`config.mk`:
```
export PLATFORM = sky130hd
export DESIGN_NAME = ex_muldiv_sequencer
export DESIGN_NICKNAME = d
export VERILOG_FILES = /design/src/rtl/ex_muldiv_sequencer.sv
export SDC_FILE = /design/constraint.sdc
export NUM_CORES = 1
export LEC_CHECK = 0
export BUFFER_PORTS_ARGS = -buffer_cell sky130_fd_sc_hd__buf_2
export CAP_MARGIN = 20
export CORE_MARGIN = 4
export CORE_UTILIZATION = 55
export CTS_CLUSTER_DIAMETER = 40
export DETAILED_ROUTE_END_ITERATION = 10
export PLACE_DENSITY = 0.72
export SYNTH_ARGS = -nofsm -noshare
export SYNTH_HDL_FRONTEND = slang
export SYNTH_SLANG_ARGS = --single-unit
export TNS_END_PERCENT = 20
```
`constraint.sdc`:
```
create_clock -name clk -period 5 [get_ports clk]
set_clock_uncertainty 0.15 [all_clocks]
set_input_delay 1.5 -clock clk [delete_from_list [all_inputs] [get_ports clk]]
set_output_delay 1.5 -clock clk [all_outputs]
set_load 0.05 [all_outputs]
```
`src/rtl/ex_muldiv_sequencer.sv`:
```
// RV32M multiply/divide sequencer for the EX stage.
// Radix-2 shift-add multiply and restoring divide, one bit per cycle.
module ex_muldiv_sequencer (
  input  logic        clk,
  input  logic        rst_n,
  input  logic        start_in,
  input  logic        flush_in,
  input  logic [2:0]  funct3_in,
  input  logic [31:0] ReadData1_in,
  input  logic [31:0] ReadData2_in,
  input  logic [4:0]  Rd_in,
  output logic        stall_out,
  output logic        done_out,
  output logic        busy_out,
  output logic [31:0] result_out,
  output logic [4:0]  Rd_out
);

  typedef enum logic [2:0] {
    IDLE, PREP, CALC, FIX, DONE
  } state_t;

  state_t      state_q, state_d;
  logic [2:0]  op_q;
  logic [31:0] a_q, b_q, m_q;
  logic [4:0]  rd_q, rdo_q;
  logic        sa_q, sb_q;
  logic [4:0]  cnt_q;
  logic [63:0] acc_q;
  logic [32:0] rem_q;
  logic [31:0] res_q;

  logic        is_div, div0, ovf;
  logic        sgn_a, sgn_b;
  logic [31:0] abs_a, abs_b;
  logic [31:0] fast_res;
  logic [32:0] mul_sum;
  logic [63:0] mul_next;
  logic [32:0] shifted;
  logic [33:0] trial;
  logic        take;
  logic [32:0] rem_next;
  logic [31:0] q_next;
  logic [63:0] prod;
  logic [31:0] quo, remv, fix_res;

  assign is_div = op_q[2];
  assign sgn_a  = a_q[31] & ((op_q == 3'b001) | (op_q == 3'b010)
                | (op_q == 3'b100) | (op_q == 3'b110));
  assign sgn_b  = b_q[31] & ((op_q == 3'b001)
                | (op_q == 3'b100) | (op_q == 3'b110));
  assign abs_a  = sgn_a ? -a_q : a_q;
  assign abs_b  = sgn_b ? -b_q : b_q;

  assign div0 = is_div & (b_q == 32'd0);
  assign ovf  = is_div & ~op_q[0]
              & (a_q == 32'h8000_0000)
              & (b_q == 32'hFFFF_FFFF);

  // op_q[1] distinguishes REM/REMU from DIV/DIVU
  assign fast_res = op_q[1]
                  ? (div0 ? a_q : 32'd0)
                  : (div0 ? 32'hFFFF_FFFF : 32'h8000_0000);

  assign mul_sum  = {1'b0, acc_q[63:32]}
                  + (acc_q[0] ? {1'b0, m_q} : 33'd0);
  assign mul_next = {mul_sum, acc_q[31:1]};

  assign shifted  = {rem_q[31:0], acc_q[31]};
  assign trial    = {1'b0, shifted} - {2'b00, m_q};
  assign take     = ~trial[33];
  assign rem_next = take ? trial[32:0] : shifted;
  assign q_next   = {acc_q[30:0], take};

  assign prod = (sa_q ^ sb_q) ? -acc_q : acc_q;
  assign quo  = (sa_q ^ sb_q) ? -acc_q[31:0] : acc_q[31:0];
  assign remv = sa_q ? -rem_q[31:0] : rem_q[31:0];

  always_comb begin
    fix_res = prod[31:0];
    case (op_q)
      3'b000:  fix_res = prod[31:0];
      3'b001,
      3'b010,
      3'b011:  fix_res = prod[63:32];
      3'b100,
      3'b101:  fix_res = quo;
      default: fix_res = remv;
    endcase
  end

  always_comb begin
    state_d = state_q;
    if (flush_in) begin
      state_d = IDLE;
    end else begin
      case (state_q)
        IDLE:    if (start_in) state_d = PREP;
        PREP:    state_d = (div0 | ovf) ? DONE : CALC;
        CALC:    if (cnt_q == 5'd31) state_d = FIX;
        FIX:     state_d = DONE;
        DONE:    state_d = IDLE;
        default: state_d = IDLE;
      endcase
    end
  end

  assign stall_out = rst_n & ~flush_in
                   & (((state_q == IDLE) & start_in)
                   | (state_q == PREP)
                   | (state_q == CALC)
                   | (state_q == FIX));
  assign done_out   = (state_q == DONE) & ~flush_in;
  assign busy_out   = (state_q != IDLE);
  assign result_out = res_q;
  assign Rd_out     = rdo_q;

  always_ff @(posedge clk) begin
    if (!rst_n) begin
      state_q <= IDLE;
      op_q    <= '0;
      a_q     <= '0;
      b_q     <= '0;
      m_q     <= '0;
      rd_q    <= '0;
      rdo_q   <= '0;
      sa_q    <= 1'b0;
      sb_q    <= 1'b0;
      cnt_q   <= '0;
      acc_q   <= '0;
      rem_q   <= '0;
      res_q   <= '0;
    end else begin
      state_q <= state_d;
      case (state_q)
        IDLE: begin
          if (start_in && !flush_in) begin
            op_q <= funct3_in;
            a_q  <= ReadData1_in;
            b_q  <= ReadData2_in;
            rd_q <= Rd_in;
          end
        end
        PREP: begin
          sa_q  <= sgn_a;
          sb_q  <= sgn_b;
          cnt_q <= '0;
          rem_q <= '0;
          m_q   <= is_div ? abs_b : abs_a;
          acc_q <= {32'd0, is_div ? abs_a : abs_b};
          if (!flush_in && (div0 || ovf)) begin
            res_q <= fast_res;
            rdo_q <= rd_q;
          end
        end
        CALC: begin
          cnt_q <= cnt_q + 5'd1;
          acc_q <= is_div ? {32'd0, q_next} : mul_next;
          rem_q <= is_div ? rem_next : rem_q;
        end
        FIX: begin
          if (!flush_in) begin
            res_q <= fix_res;
            rdo_q <= rd_q;
          end
        end
        default: ;
      endcase
    end
  end

endmodule

```
==> flow_summary.json, run 1 <==
{
  "outcome": "completed",
  "place_inst": 2870,
  "area_grow_syn2layout_pct": 13.00,
  "holdCritPathClass": "reg2reg",
  "power.density_cell_area_nw_per_um2": 296.8,
  "critical_path.reg2reg.startpoint": "acc_q[0]",
  "cts.repair.resized": 0,
  "cts_tree": "yes",
  "drc_violations": 0,
  "setup-violations-final": 0,
  "synth.ff_latch_count": 247,
  "synth_area_per_cell_um2": 7.472,
  "drt-vias-per-instance": 6.244,
  "hpwlAfterDp_mm": 46.89,
  "postSynthNetCount": 2592,
  "die_h_um": 190.2,
  "drt_pre_antenna_iters": 6,
  "final_sum_of_negative_setup_slack_ns": 0,
  "avgRoutedWirePerCell_um": 21.29,
  "clock_tree.htree_level_count": 2,
  "die_w_um": 190.2,
  "nets": 2626,
  "grt_antenna_before_repair": 0,
  "num_cts_buffers": 45,
  "cts.clk_slew.worst_paths_ns": 0.06,
  "design.die.area_um2": 36170,
  "ctsRootBufferMaster": "sky130_fd_sc_hd__clkbuf_16",
  "core.rowCount": 66,
  "place.port_buffers": 115,
  "clock_sink_count": 247,
  "final_max_slew_violation_count": 0,
  "cap_violations": 0,
  "grt_setup_unrepaired": "no",
  "ys_types": 79,
  "post_cts_setup_bufs": 0,
  "r2r_cells": 12,
  "reg2reg_to": "acc_q[61]",
  "r2r_setup_slk_ns": 0.66,
  "end_kind": "register",
  "layoutNonFillerInstCount": 2956,
  "synth_cells": 2443,
  "synth_top_flop_cell": "sky130_fd_sc_hd__dfxtp_1",
  "layout_worst_path_cycle_share_pct": 86.73,
  "start_util_pct": 55.96,
  "grt_first_pass_wirelength_mm": 97.43,
  "core_area_um2": 32620,
  "drt-total-wl_mm": 62.93,
  "layout.cell_area.non_filler_um2": 20630,
  "global_route.usage.total_pct": 33.85,
  "cp.arrival_ns": 4.62,
  "post-route-worst-setup-slack_ns": 0.6635,
  "critPathMaxFanout": 16,
  "cts-root-to-sink-buffers": 3,
  "area.sequential_um2": 4949,
  "worstMarginPinSlew_ns": 1.112,
  "place.gp.congestion": 0.9919,
  "worstSkewPairLatency_ns": 0.58,
  "grt_max_degree": 180,
  "area_of_the_multi_input_gates_um2": 12420,
  "grt_pass1_vias": 17010,
  "crit_path_end": "acc_q[61]",
  "nFillCells": 2975,
  "worstSetupStartpointType": "register",
  "seq_area_frac_synth_pct": 27.09,
  "final_layout_size_suffix_gt1_share_pct": 11.14,
  "drt_iter0_markers": 2111,
  "vdd.ir_drop.worst_mv": 0.2550,
  "report.final.hold_viol_count": 0,
  "fmaxAchievable_ghz": 0.2306,
  "synthesis.area_um2": 18250,
  "cts_hold_buf": 0,
  "crit_required_ns": 5.28,
  "vias": 18460,
  "post_synth_edffs": 0,
  "preCtsSetupSlack_ns": 0.8455,
  "slew_headroom_pct": 25.68,
  "floorplan.io_pins": 116,
  "count_of_synthesis_stage_warnings_from_yosys": 0,
  "antenna-diode-count": 0,
  "worstSetupPathType": "reg2reg",
  "detailed_place.area_um2": 19000,
  "final_period_minus_worst_setup_slack_ns": 4.336,
  "globalRoute.totalOverflow": 0,
  "ys_async_sr_fraction_pct": 0,
  "critPathLaunch": "acc_q[0]",
  "drtAntennaViolNets": 0,
  "leakage_nw": 8.223
}
## per-stage QoR
step | util, % | power [mW] | hold WS, ns
global placement | 58.24 | 2.918 | 0.2915
detailed placement | 58.24 | 2.927 | 0.2949
finish | 63.23 | 6.121 | 0.3010
CTS | 63.13 | 6.118 | 0.3022
floorplan | - | 2.684 | 0.2910
global route | 63.23 | 6.314 | 0.3387
## layout make-up
cell class                 count  area share, %
multi-input combinational   1969          60.22
clock buffer                  54          6.018
inverter                      65          1.183
sequential                   247          23.99
clock inverter                30          1.705
tap                          442          2.681
timing repair buffer         149          4.198
## layout by cell type, fill, tap and decap left out, types with 38 or more instances in the layout
master / instances
sky130_fd_sc_hd__inv_1: 65
sky130_fd_sc_hd__mux2i_1: 73
sky130_fd_sc_hd__a21o_1: 38
sky130_fd_sc_hd__xnor2_1: 92
sky130_fd_sc_hd__a21oi_1: 153
sky130_fd_sc_hd__o21ai_0: 182
sky130_fd_sc_hd__a21boi_0: 99
sky130_fd_sc_hd__clkbuf_16: 46
sky130_fd_sc_hd__xor2_1: 106
sky130_fd_sc_hd__nor2_1: 208
sky130_fd_sc_hd__ha_1: 71
sky130_fd_sc_hd__nand2_1: 363
sky130_fd_sc_hd__buf_2: 114
sky130_fd_sc_hd__nor2b_1: 47
sky130_fd_sc_hd__nor3_1: 40
sky130_fd_sc_hd__dfxtp_1: 246
## power breakdown
group / switching (mW) / internal [mW] / leakage, nW
combinational: 0.533 / 0.306 / 5.48
sequential: 0.0693 / 2.01 / 2.00
clock: 1.19 / 2.02 / 0.746
total: 1.79 / 4.33 / 8.22
## per-layer routing
layer	part of all wire (%)	global-route usage [%]	vias up
met3	8.7	5.743	145
met4	3.6	12.46	0
met1	43	47.26	8625
li1	-	-	8794
met5	0	0	-
met2	44	52.82	893
## worst min-delay path by stage
stage	start	endpoint	slack, ns	cells past startpoint
floorplan	m_q[14]	m_q[14]	0.29	2
global placement	result_out[16]	result_out[16]	0.29	2
detailed placement	result_out[25]	result_out[25]	0.29	2
CTS	result_out[25]	result_out[25]	0.30	2
global route	result_out[11]	result_out[11]	0.34	2
finish	result_out[25]	result_out[25]	0.30	2
## worst max-delay path, cell delays in order, from the launching register on
cell	delay [ns]
sky130_fd_sc_hd__dfxtp_1	0.38
sky130_fd_sc_hd__inv_1	0.51
sky130_fd_sc_hd__nor2_1	0.10
sky130_fd_sc_hd__ha_1	0.39
sky130_fd_sc_hd__a21o_1	0.19
sky130_fd_sc_hd__a21o_1	0.17
sky130_fd_sc_hd__a221oi_1	0.55
sky130_fd_sc_hd__o21ai_0	0.37
sky130_fd_sc_hd__a41oi_1	0.46
sky130_fd_sc_hd__a21oi_1	0.15
sky130_fd_sc_hd__o41ai_1	0.47
sky130_fd_sc_hd__xor2_1	0.23
sky130_fd_sc_hd__o21ai_0	0.09
## synthesized netlist by cell type (48+ instances only)
| library cell | instances | area [um^2] |
|---|---|---|
| sky130_fd_sc_hd__mux2i_1 | 73 | 730.7 |
| sky130_fd_sc_hd__a21oi_1 | 154 | 770.7 |
| sky130_fd_sc_hd__ha_1 | 71 | 888.4 |
| sky130_fd_sc_hd__clkbuf_1 | 137 | 514.2 |
| sky130_fd_sc_hd__xnor2_1 | 93 | 814.5 |
| sky130_fd_sc_hd__nand2_1 | 363 | 1363 |
| sky130_fd_sc_hd__dfxtp_1 | 247 | 4945 |
| sky130_fd_sc_hd__a21boi_0 | 99 | 743.2 |
| sky130_fd_sc_hd__o21ai_0 | 182 | 910.9 |
| sky130_fd_sc_hd__nor2b_1 | 48 | 300.3 |
| sky130_fd_sc_hd__xor2_1 | 106 | 928.4 |
| sky130_fd_sc_hd__nor2_1 | 211 | 792.0 |
| sky130_fd_sc_hd__inv_1 | 65 | 244.0 |
## cells by family after synthesis
| kind of cell | after synthesis | synth area share (%) |
|---|---|---|
| compound gates | 750 | 26.96 |
| xor+xnor | 199 | 9.548 |
| fa+ha+maj | 73 | 5.086 |
| buf+inv | 227 | 5.120 |
| flops | 247 | 27.09 |
| mux | 73 | 4.003 |
| simple gates | 874 | 22.19 |
## flip-flops by register name, summed over array words and instances (netlist names)
name and cells:
sb_q 1, m_q 32, rem_q 32, Rd_out 5, acc_q 64, result_out 32
rd_q 5, cnt_q 5, op_q 3, sa_q 1, b_q 32, a_q 32
state_q 3
Power figures use the tool's default switching activity.
==> inputs of run 2 (changes only) <==
Settings changed: CORE_ASPECT_RATIO set to 1.5.
==> run 2 against run 1 <==
Against the previous run:
- clock power shrank 21%
- global-route usage is 0.91 points higher
- setup slack better by 0.096 ns
- critical path depth rose by 1
- sequential cell count unchanged
- register-to-register slack better by 0.096 ns
- cell count shrank 1.7%
- combinational power down 1%
- final area fell by 2.4%
- via count shrank 0.43%
- fmax is 2.3% higher
- sequential power about the same
==> flow_summary.json, run 2 (same netlist as run 1, synthesis figures left out) <==
{
  "outcome": "completed",
  "worstSetupPathType": "reg2reg",
  "crit_path_top_delay_cell": "sky130_fd_sc_hd__a221oi_1",
  "final_sum_of_negative_setup_slack_ns": 0,
  "drt_iter0_markers": 1707,
  "layout_worst_path_cycle_share_pct": 84.82,
  "clock_sink_count": 247,
  "final_layout_size_suffix_gt1_share_pct": 10.04,
  "end_kind": "register",
  "largest_register_ffs": 64,
  "crit_path_cell_trace": "inv_1 > buf_4 > nor2_1 > ha_1 > and3_1 > a221oi_1 > o21ai_0 > buf_4 > a41oi_1 > a21oi_1 > o41ai_1 > xor2_1 > o21ai_0",
  "leakage_nw": 8.032,
  "start_util_pct": 55.76,
  "cts.repair.resized": 0,
  "preCtsSetupSlack_ns": 0.7987,
  "fmaxAchievable_ghz": 0.2358,
  "grt_max_degree": 179,
  "hpwlAfterDp_mm": 50.06,
  "worstSetupStartpointType": "register",
  "vdd.ir_drop.worst_mv": 0.2960,
  "core_area_um2": 32740,
  "layout_commonest_cell": "sky130_fd_sc_hd__nand2_1",
  "report.final.hold_viol_count": 0,
  "met3WireLength_mm": 3.718,
  "floorplan.io_pins": 116,
  "drtAntennaViolNets": 0,
  "r2r_cells": 13,
  "place.port_buffers": 115,
  "num_cts_buffers": 36,
  "clock_tree.htree_level_count": 2,
  "design.die.area_um2": 36230,
  "grt_antenna_before_repair": 0,
  "cts_hold_buf": 0,
  "hold_path.startpoint": "result_out[4]",
  "critPathLaunch": "acc_q[0]",
  "grt_setup_unrepaired": "no",
  "area_grow_syn2layout_pct": 10.32,
  "power.density_cell_area_nw_per_um2": 270.1,
  "post_cts_setup_bufs": 0,
  "r2r_setup_slk_ns": 0.76,
  "setup-violations-final": 0,
  "cts.clk_slew.worst_paths_ns": 0.06,
  "worstSkewPairLatency_ns": 0.54,
  "final_period_minus_worst_setup_slack_ns": 4.241,
  "grt_first_pass_wirelength_mm": 98.31,
  "globalRoute.totalOverflow": 0,
  "cap_violations": 0,
  "detail_route.wirelength.met1_mm": 23.89,
  "hold_depth": 2,
  "drt-vias-per-instance": 6.326,
  "drc_violations": 0,
  "biggest_register": "acc_q",
  "core.rowCount": 81,
  "cp.arrival_ns": 4.48,
  "critical_path.reg2reg.startpoint": "acc_q[0]",
  "final_max_slew_violation_count": 0,
  "die_h_um": 231.1,
  "avgRoutedWirePerCell_um": 22.42,
  "cts_tree": "yes",
  "place.gp.congestion": 1.021,
  "reg2reg_to": "acc_q[61]",
  "drt-total-wl_mm": 65.14,
  "drt_pre_antenna_iters": 6,
  "cts-root-to-sink-buffers": 3,
  "holdPathEnd": "result_out[4]",
  "grt_pass1_vias": 17230,
  "nets": 2613,
  "critical_path.max_stage_delay_ns": 0.73,
  "top_signal_layer_used": "met4",
  "post-route-worst-setup-slack_ns": 0.7591,
  "critPathMaxFanout": 25,
  "holdCritPathClass": "reg2reg",
  "dr_wl_met2_mm": 30.95,
  "layout_common_cells": "sky130_fd_sc_hd__nand2_1 (363), sky130_fd_sc_hd__dfxtp_1 (246), sky130_fd_sc_hd__nor2_1 (209)",
  "vias": 18380,
  "die_w_um": 156.7,
  "global_route.usage.total_pct": 34.76,
  "worstMarginPinSlew_ns": 1.093,
  "worst_path_dominant_cell_family": "compound AO/OA/AOI/OAI gates",
  "slew_headroom_pct": 26.93,
  "crit_required_ns": 5.23,
  "ctsRootBufferMaster": "sky130_fd_sc_hd__clkbuf_16",
  "number_of_buffer_and_inverter_instances_along_the_worst_setup_path": 3
}
## run 2: through the flow
step	total power, mW	utilization [%]	hold WS, ns	cells	cell area (um^2)
global route	5.607	61.51	0.3347	2904	20130
finish	5.440	61.51	0.3113	2905	20140
CTS	5.441	61.51	0.3115	2904	20130
detailed placement	2.926	57.87	0.2947	2841	18940
floorplan	2.684	-	0.2910	2443	18250
global placement	2.916	57.87	0.2902	2841	18940
## run 2: how the worst max path moves through the flow
stage | cells past startpoint | end | slack [ns]
after global placement | 13 | acc_q[61] | 0.89
final | 13 | acc_q[61] | 0.76
after global routing | 13 | acc_q[61] | 0.48
after detailed placement | 13 | acc_q[61] | 0.80
after CTS | 13 | acc_q[61] | 0.82
after floorplan | 1 | done_out | 0.21
## run 2: cell type report
cell class                 instances  area (um^2)
inverter                          65        244.0
fill                            3030        12600
sequential                       247         4949
clock buffer                      46        999.7
multi-input combinational       1969        12420
tap                              415        519.2
timing repair buffer             145        815.8
antenna                            1        2.502
clock inverter                    17        190.2
## run 2: routing by layer
metal	GRT usage, %	up-vias
met5	0	-
met4	28.09	0
met3	4.072	243
met1	38.81	8660
li1	-	8726
met2	58.79	749
## run 2: where the power goes
group | internal (mW) | switching [mW] | total [mW]
clock | 1.54 | 0.999 | 2.54
sequential | 2.01 | 0.0664 | 2.07
combinational | 0.295 | 0.535 | 0.829
## run 2: worst reg2reg max path: stages (launching register included)
cell,delay (ns)
sky130_fd_sc_hd__dfxtp_1,0.37
sky130_fd_sc_hd__inv_1,0.24
sky130_fd_sc_hd__buf_4,0.37
sky130_fd_sc_hd__nor2_1,0.10
sky130_fd_sc_hd__ha_1,0.34
sky130_fd_sc_hd__and3_1,0.18
sky130_fd_sc_hd__a221oi_1,0.73
sky130_fd_sc_hd__o21ai_0,0.20
sky130_fd_sc_hd__buf_4,0.20
sky130_fd_sc_hd__a41oi_1,0.36
sky130_fd_sc_hd__a21oi_1,0.15
sky130_fd_sc_hd__o41ai_1,0.46
sky130_fd_sc_hd__xor2_1,0.17
sky130_fd_sc_hd__o21ai_0,0.09
